`src/rtl/int_ctrl_pkg.sv`:
```
// Shared encodings for the interrupt controller: trap cause codes, NPC ops and FSM states.
package int_ctrl_pkg;

    localparam logic [2:0] INT_NONE          = 3'b000;
    localparam logic [2:0] int_buttom        = 3'b001;
    localparam logic [2:0] int_illegal_instr = 3'b010;
    localparam logic [2:0] int_ecall         = 3'b011;

    localparam logic [2:0] NPC_PLUS4   = 3'b000;
    localparam logic [2:0] NPC_INT_RET = 3'b101;

    typedef enum logic {
        ST_IDLE = 1'b0,
        ST_TRAP = 1'b1
    } int_state_e;

    // Fixed priority: illegal beats ecall beats button.
    function automatic logic [2:0] int_cause(input logic illegal, input logic ecall);
        logic [2:0] cause;
        if (illegal) begin
            cause = int_illegal_instr;
        end else if (ecall) begin
            cause = int_ecall;
        end else begin
            cause = int_buttom;
        end
        return cause;
    endfunction

endpackage

```
`src/rtl/int_ctrl_btn_sync.sv`:
```
// Button synchronizer with rise detection; debounce counter present when BUTTON_DEBOUNCE_EN is defined.
module btn_sync #(
    parameter int DEBOUNCE_CYCLES = 16
) (
    input  logic clk,
    input  logic rst,
    input  logic btn_raw,
    output logic btn_rise
);

    logic sync1_r;
    logic sync2_r;
    logic prev_r;
    logic level_s;

`ifdef BUTTON_DEBOUNCE_EN
    localparam int CW = $clog2(DEBOUNCE_CYCLES + 1);
    logic [CW-1:0] cnt_r;
    logic          db_level_r;

    // Debounced level flips only after sync2 disagrees for DEBOUNCE_CYCLES consecutive cycles.
    always_ff @(posedge clk) begin
        if (rst) begin
            cnt_r      <= '0;
            db_level_r <= 1'b0;
        end else if (sync2_r != db_level_r) begin
            if (cnt_r == CW'(DEBOUNCE_CYCLES - 1)) begin
                cnt_r      <= '0;
                db_level_r <= sync2_r;
            end else begin
                cnt_r <= cnt_r + CW'(1);
            end
        end else begin
            cnt_r <= '0;
        end
    end

    assign level_s = db_level_r;
`else
    assign level_s = sync2_r;
`endif

    // Two-stage synchronizer plus previous-level register for edge detection.
    always_ff @(posedge clk) begin
        if (rst) begin
            sync1_r <= 1'b0;
            sync2_r <= 1'b0;
            prev_r  <= 1'b0;
        end else begin
            sync1_r <= btn_raw;
            sync2_r <= sync1_r;
            prev_r  <= level_s;
        end
    end

    assign btn_rise = level_s & ~prev_r;

endmodule

```
`src/rtl/int_ctrl.sv`:
```
// Trap arbitration, button pending flag, EXL state machine and lost-exception flag.
// Optional button debounce is enabled with the BUTTON_DEBOUNCE_EN macro.
module int_ctrl
    import int_ctrl_pkg::*;
#(
    parameter int DEBOUNCE_CYCLES = 16
) (
    input  logic       clk,
    input  logic       rst,
    input  logic       pc_write,
    input  logic [2:0] npc_op,
    input  logic       exc_illegal,
    input  logic       exc_ecall,
    input  logic       btn_raw,
    input  logic       int_en,
    output logic       INT_Signal,
    output logic [2:0] INT_PEND,
    output logic       EXL_Set,
    output logic       exc_lost
);

    int_state_e state_r;
    int_state_e state_nxt_s;
    logic       btn_pend_r;
    logic       exc_lost_r;
    logic       btn_rise_s;
    logic       take_s;
    logic       btn_take_s;
    logic [2:0] cause_s;

    btn_sync #(
        .DEBOUNCE_CYCLES(DEBOUNCE_CYCLES)
    ) u_btn_sync (
        .clk      (clk),
        .rst      (rst),
        .btn_raw  (btn_raw),
        .btn_rise (btn_rise_s)
    );

    // Arbitration and next-state logic.
    always_comb begin
        take_s      = pc_write & (state_r == ST_IDLE) & ~rst
                    & (exc_illegal | exc_ecall | (btn_pend_r & int_en));
        cause_s     = INT_NONE;
        btn_take_s  = 1'b0;
        state_nxt_s = state_r;
        if (take_s) begin
            cause_s    = int_cause(exc_illegal, exc_ecall);
            btn_take_s = ~exc_illegal & ~exc_ecall;
        end else begin
            cause_s    = INT_NONE;
        end
        case (state_r)
            ST_IDLE: begin
                if (take_s) begin
                    state_nxt_s = ST_TRAP;
                end else begin
                    state_nxt_s = ST_IDLE;
                end
            end
            ST_TRAP: begin
                if (pc_write && (npc_op == NPC_INT_RET)) begin
                    state_nxt_s = ST_IDLE;
                end else begin
                    state_nxt_s = ST_TRAP;
                end
            end
            default: state_nxt_s = ST_IDLE;
        endcase
    end

    // State, pending button (a new rise wins over the clear) and sticky lost flag.
    always_ff @(posedge clk) begin
        if (rst) begin
            state_r    <= ST_IDLE;
            btn_pend_r <= 1'b0;
            exc_lost_r <= 1'b0;
        end else begin
            state_r <= state_nxt_s;
            if (btn_rise_s) begin
                btn_pend_r <= 1'b1;
            end else if (btn_take_s) begin
                btn_pend_r <= 1'b0;
            end else begin
                btn_pend_r <= btn_pend_r;
            end
            if ((state_r == ST_TRAP) && pc_write && (exc_illegal || exc_ecall)) begin
                exc_lost_r <= 1'b1;
            end else begin
                exc_lost_r <= exc_lost_r;
            end
        end
    end

    assign INT_Signal = take_s;
    assign INT_PEND   = cause_s;
    assign EXL_Set    = (state_r == ST_TRAP);
    assign exc_lost   = exc_lost_r;

endmodule
```
`config.mk`:
```
export PLATFORM = sky130hd
export DESIGN_NAME = int_ctrl
export DESIGN_NICKNAME = d
export VERILOG_FILES = /design/src/rtl/int_ctrl_pkg.sv /design/src/rtl/int_ctrl_btn_sync.sv /design/src/rtl/int_ctrl.sv
export SDC_FILE = /design/constraint.sdc
export NUM_CORES = 1
export LEC_CHECK = 0
export CAP_MARGIN = 5
export CORE_AREA = 2 2 39 41
export DETAILED_ROUTE_END_ITERATION = 7
export DIE_AREA = 0 0 41 43
export MAX_ROUTING_LAYER = met4
export PLACE_DENSITY = 0.49
export SLEW_MARGIN = 10
export SYNTH_ARGS = -nofsm -noshare
export SYNTH_HDL_FRONTEND = slang
export SYNTH_SLANG_ARGS = --single-unit
```
`constraint.sdc`:
```
create_clock -name clk -period 2.6 [get_ports clk]
set_input_delay 0.26 -clock clk [delete_from_list [all_inputs] [get_ports clk]]
set_output_delay 0.26 -clock clk [all_outputs]
set_load 0.1 [all_outputs]
```
==> results.md, run 1 <==
- FFs w/ async S/R, synth: 0%
- Final Max Tran Viols: 0
- Slowest cell on the critical path: clkdlybuf4s50_1
- Antenna Nets Post-Route: 0
- 1st-iter DRT viols: 5
- Postcts setup bufs: 0
- Finish-stage setup viols: 0
- Sw Share: 32.39%
- Rows: 14
- Post-synth EDFFs: 0
- Maxcap violations: 0
- Finished Cell Area: 469.2 µm²
- Pleak: 0.0001826 µW
- Die W: 41 µm
- Final non-filler cell total: 60
- Routed length per placed instance: 8.583 µm
- Syn_nets: 38
- Hold EP: u_btn_sync.level_s$_SDFF_PP0_
- Top post-synthesis cells by count: 6 x dfxtp_1, 5 x nor2b_1, 3 x inv_1
- Top cells by area, synth: dfxtp_1 47%, nor2b_1 12%, nor3b_2 4.9%
- FF-to-FF End: btn_pend_r$_SDFFE_PP0P_
- CTS Buffer Depth: 2
- Die area: 1763 µm²
- Critical path arrival: 1610 ps
- GRT Overall Usage: 7.867%
- Placed Instances: 57
- DP Area: 446.7 µm²
- DRC viols: 0
- Fraction of layout cells with a size suffix above 1: 27.27%
- Seq/Total Area, Yosys: 46.60%
- NetSw: 86.76 µW
- Part of the power in registers: 37.5%
- CP Buf/Inv Count: 2
- Initial antenna violation count: 0
- N_diodes: 0
- Setup TNS Final: 0 ps
- CTS tree: yes
- Critical path's top delay family: buffers and inverters
- Cts hold-fix bufs: 0
- Gate power share: 31.7%
- Htree depth: 1
- Worst VDD drop: 0.3127 mV
- Largest net degree at the start of global routing: 8
- Clock skew: 1.136 ps
- Initial core utilization: 18.63%
- Leading area contributor after synthesis: dfxtp_1
- Vias per inst: 4.150
- Grt ovf: 0
- FF+latch count, synth: 6
- Tcrit/Tclk final: 71.96%
- Status: finished, final reports clean
- # port buffers: 14
- Area Growth Syn to Fin: 82.04%
- Top-count cell post-synth: dfxtp_1
- Final Hold Vio Count: 0
- Post_cts resized: 0
- Mapped Cells: 28
- Internal: 181.1 µW
- Synth top area share: 46.60%
- Ys flop type: dfxtp_1
- Pwr Density: 570.9 nW/µm²
- Root Buffer: clkbuf_4
- Clk Latency, worst-skew pair: 240 ps
- Met3 Wirelength: 36 µm
- GPL Wtd Cong: 0.6550
- HP Class: register to register
- Metal-1 WL: 227 µm
- Detailed placement HPWL: 408.3 µm
- Met2 Routed Length: 251 µm
- First-pass GRT wire length: 855 µm
- Final WL: 515 µm
- # IOs: 16
- Vias in the first global route: 227
- DR top layer: met3
- Required @ worst endpoint: 2340 ps
- Crit-path cells: clkdlybuf4s50_1 -> nor3b_2 -> and2_2 -> nor2b_4 -> buf_12
- Mean instance size in the synthesized netlist: 9.205 µm²
- Synth warn: 0
- Clk sinks: 6
- R2r startpoint: EXL_Set$_SDFF_PP0_
- DR vias: 249
- Pre-antenna DRT Iters: 4
- Min Tclk post-route: 1871 ps
- Fmax: 0.5345 GHz
- Crit path launch type: input pin
- Clock power frac: 30.8%
- Reg2reg path depth: 3
- NumNets Final: 56
- RSZ-0062 raised after global routing: no
- Worst path max stage delay: 540 ps
- Crit path max fanout: 7
- Setup Crit Path Kind: input pin to primary output
- Synth unique cells: 16
- Mapped Area: 257.7 µm²
- Number of CTS-inserted buffers: 3
- Core ar.: 1384 µm²
- Worst hold path depth: 1
- HP Start: u_btn_sync.sync1_r$_SDFF_PP0_
- CP Capture Type: primary output
- Worst-path clk slew: 40 ps
- R2r setup slk: 1570 ps
- Die height: 43 µm
==> how the worst max path moves through the flow <==
stage	start	end	slack, ps	cells after the start
after floorplan	EXL_Set$_SDFF_PP0_	INT_PEND[0]	210	3
after global placement	rst	INT_PEND[0]	720	5
after detailed placement	rst	INT_PEND[0]	710	5
after CTS	rst	INT_PEND[0]	710	5
after global routing	rst	INT_PEND[0]	620	5
final	rst	INT_PEND[0]	730	5
==> flip-flops by register name, summed over array words and instances, names as in the netlist <==
signal,count
exc_lost,1
u_btn_sync.prev_r,1
btn_pend_r,1
u_btn_sync.level_s,1
EXL_Set,1
u_btn_sync.sync1_r,1
==> placed cells by master (no fill, tap or decap) <==
cell type and n:
conb_1 1, nor2b_1 3, nor3b_2 1, nand2_1 1, a21oi_1 2, buf_12 3, nand3_1 1, inv_1 3
nand3b_1 1, clkbuf_4 3, dfxtp_1 6, a211o_1 1, nor2b_2 1, nand4b_1 1, buf_4 2, a32o_1 1
nor2b_4 1, and2_2 1, clkdlybuf4s50_1 9, nor2_1 1, o211ai_1 1
==> final cells by class <==
class                   count  area [µm²]
clock buffers               3       22.52
fillers                   147       914.6
inverters                   3       11.26
multi-input cells          18       130.1
flip-flops and latches      6       120.1
well taps                  16       20.02
repair buffers             14       165.2
==> logic make-up after synthesis <==
group	count (synthesis)	synth area share, %
simple gates	12	30.58
compound gates	5	14.08
flops	6	46.60
buf+inv	4	7.282
other cells	1	1.455
==> power by group through the flow <==
| stage | clock [µW] | combinational [µW] | sequential [µW] |
|---|---|---|---|
| after floorplan | 0 | 37.3 | 118 |
| after global placement | 0 | 85.1 | 102 |
| after detailed placement | 0 | 85.3 | 102 |
| after CTS | 86.1 | 85.5 | 100 |
| after global routing | 94.9 | 89.0 | 101 |
| final | 82.6 | 84.9 | 100 |
==> stage by stage <==
step	total power, µW	worst slack (ps)	util [%]	hold WS [ps]
2_1_floorplan	155.2	212.6	-	329.1
3_3_place_gp	187.0	717.4	32.28	418.1
3_5_place_dp	187.3	712.3	32.28	427.7
4_1_cts	272.0	708.1	33.91	443.4
5_1_grt	284.6	617.2	33.91	460.9
6_report	267.9	729.1	33.91	440.3
==> metal layers <==
layer  vias to the layer above  track usage, %
met5                         -               -
met3                         0           6.283
met4                         0           4.000
li1                        126               -
met2                        10           10.94
met1                       113           7.541
No activity file was read; power rests on OpenSTA's default activity.
==> run 2: changes to the inputs <==
- PLACE_DENSITY: 0.49 -> 0.5
- clock period: 2.6 -> 1.7 ns (I/O delays scaled with it)
==> results.md, run 2 (synthesized netlist as in run 1, its figures left out) <==
- Clk Latency, worst-skew pair: 240 ps (about the same)
- Die area: 1763 µm² (unchanged)
- Clock skew: 5.091 ps (+3.955 ps)
- Routed length per placed instance: 8.313 µm (-3.2%)
- Postcts setup bufs: 0 (unchanged)
- Util after Layout: 36.17% (+2.3 points)
- Finish-stage setup viols: 0 (unchanged)
- Finished Cell Area: 500.5 µm² (+6.7%)
- Root Buffer: clkbuf_4
- Pleak: 0.0001997 µW (+9.4%)
- Min Tclk post-route: 1553 ps
- DRC viols: 0 (unchanged)
- Area Growth Syn to Fin: 94.17%
- Initial antenna violation count: 0 (unchanged)
- Worst hold path depth: 1 (unchanged)
- Pre-antenna DRT Iters: 2 (-2)
- Final worst setup slack: 147.4 ps (-581.7 ps)
- GRT Overall Usage: 7.938% (+0.071 points)
- Required @ worst endpoint: 1530 ps (-810 ps)
- Status: finished, final reports clean
- Vias in the first global route: 252 (+11%)
- CTS Buffer Depth: 2 (unchanged)
- Pwr Density: 860.0 nW/µm² (+51%)
- Antenna Nets Post-Route: 0 (unchanged)
- Fmax: 0.6441 GHz
- Cts hold-fix bufs: 0 (unchanged)
- First-pass GRT wire length: 890 µm (+4.1%)
- Rows: 14 (unchanged)
- Final WL: 532 µm (+3.3%)
- Die height: 43 µm (unchanged)
- Crit path max fanout: 2 (-5)
- Largest net degree at the start of global routing: 7 (-1)
- Initial core utilization: 18.63% (unchanged)
- Grt ovf: 0 (unchanged)
- R2r setup slk: 690 ps (-880 ps)
- Power, Total: 430.4 µW (+61%)
- Vias per inst: 3.922 (-5.5%)
- N_diodes: 0 (unchanged)
- Critical path arrival: 1380 ps (-230 ps)
- Reg2reg path depth: 3 (unchanged)
- NumNets Final: 59 (+5.4%)
- Detailed placement HPWL: 427.4 µm (+4.7%)
- Commonest non-fill, non-tap cell in the layout: clkdlybuf4s50_1
- HP Class: register to register
- Tcrit/Tclk final: 91.33%
- 1st-iter DRT viols: 2 (-3)
- Htree depth: 1 (unchanged)
- Core ar.: 1384 µm² (unchanged)
- Clk sinks: 6 (unchanged)
- CTS tree: yes
- Final Hold Vio Count: 0 (unchanged)
- Fraction of layout cells with a size suffix above 1: 33.33% (+6.1 points)
- Most frequent cells in the layout: 9 x clkdlybuf4s50_1, 5 x dfxtp_1, 5 x buf_4
- Fillers: 152 (+3.4%)
- DP Area: 474.2 µm² (+6.2%)
- Die W: 41 µm (unchanged)
- Setup Crit Path Kind: input pin to primary output
- RSZ-0062 raised after global routing: no
- GPL Wtd Cong: 0.6686 (+2.1%)
- Setup WS pre-CTS: 136.9 ps (-575.4 ps)
- Maxcap violations: 0 (unchanged)
- Register area: 123.9 µm² (+3.1%)
- Worst VDD drop: 0.3340 mV (+6.8%)
- Post_cts resized: 0 (unchanged)
- Area of the multi-input gates: 131.4 µm² (+0.96%)
- DR vias: 251 (+0.80%)
- # IOs: 16 (unchanged)
- CP Capture Type: primary output
- Fin Hold WS: 446.2 ps (+5.820 ps)
- Worst-path clk slew: 50 ps (about the same)
- Number of CTS-inserted buffers: 3 (unchanged)
- Crit path launch type: input pin
- # port buffers: 14 (unchanged)
- Final Max Tran Viols: 0 (unchanged)
run 2: stage by stage:
stage	std cells	setup TNS, ps
after detailed placement	60	0
final	64	0
after global routing	64	0
after global placement	60	0
after CTS	64	0
after floorplan	28	-89.62
run 2: path summary, 6_finish.rpt:
| check | from | to |
|---|---|---|
| max | int_en | INT_PEND[0] |
| min | u_btn_sync.sync1_r$_SDFF_PP0_ | u_btn_sync.level_s$_SDFF_PP0_ |
| max reg2reg | EXL_Set$_SDFF_PP0_ | btn_pend_r$_SDFFE_PP0P_ |
| min reg2reg | u_btn_sync.sync1_r$_SDFF_PP0_ | u_btn_sync.level_s$_SDFF_PP0_ |
run 2: power by group:
group | leakage (µW) | switching (µW) | internal (µW)
registers | 0.0000500 | 4.43 | 149
clock network | 0.0000150 | 52.1 | 89.0
logic | 0.000135 | 82.4 | 53.7
total | 0.000200 | 139 | 291
run 2: layout make-up:
class	instances	area share, %
clock buffers	4	5.250
repair buffers	17	37.50
inverters	3	2.250
flip-flops and latches	6	24.75
multi-input cells	18	26.25
well taps	16	4.000
run 2: worst max-delay path, stage by stage:
cell	delay, ps
clkdlybuf4s50_1	430
a211o_1	320
and2_4	180
nor2b_4	130
buf_12	160
run 2: metal layers:
layer	vias up	share of wire, %	GRT usage, %
met5	-	0	-
met4	0	1.3	8.000
met3	2	9.4	1.571
met2	9	48	10.63
met1	105	42	9.061
li1	135	-	-
==> run 3: changes to the inputs <==
- CAP_MARGIN: 5 -> unset
- SLEW_MARGIN: 10 -> 20
==> results of run 3 <==
Final layout, timing and power as in run 2 (identical DEF).
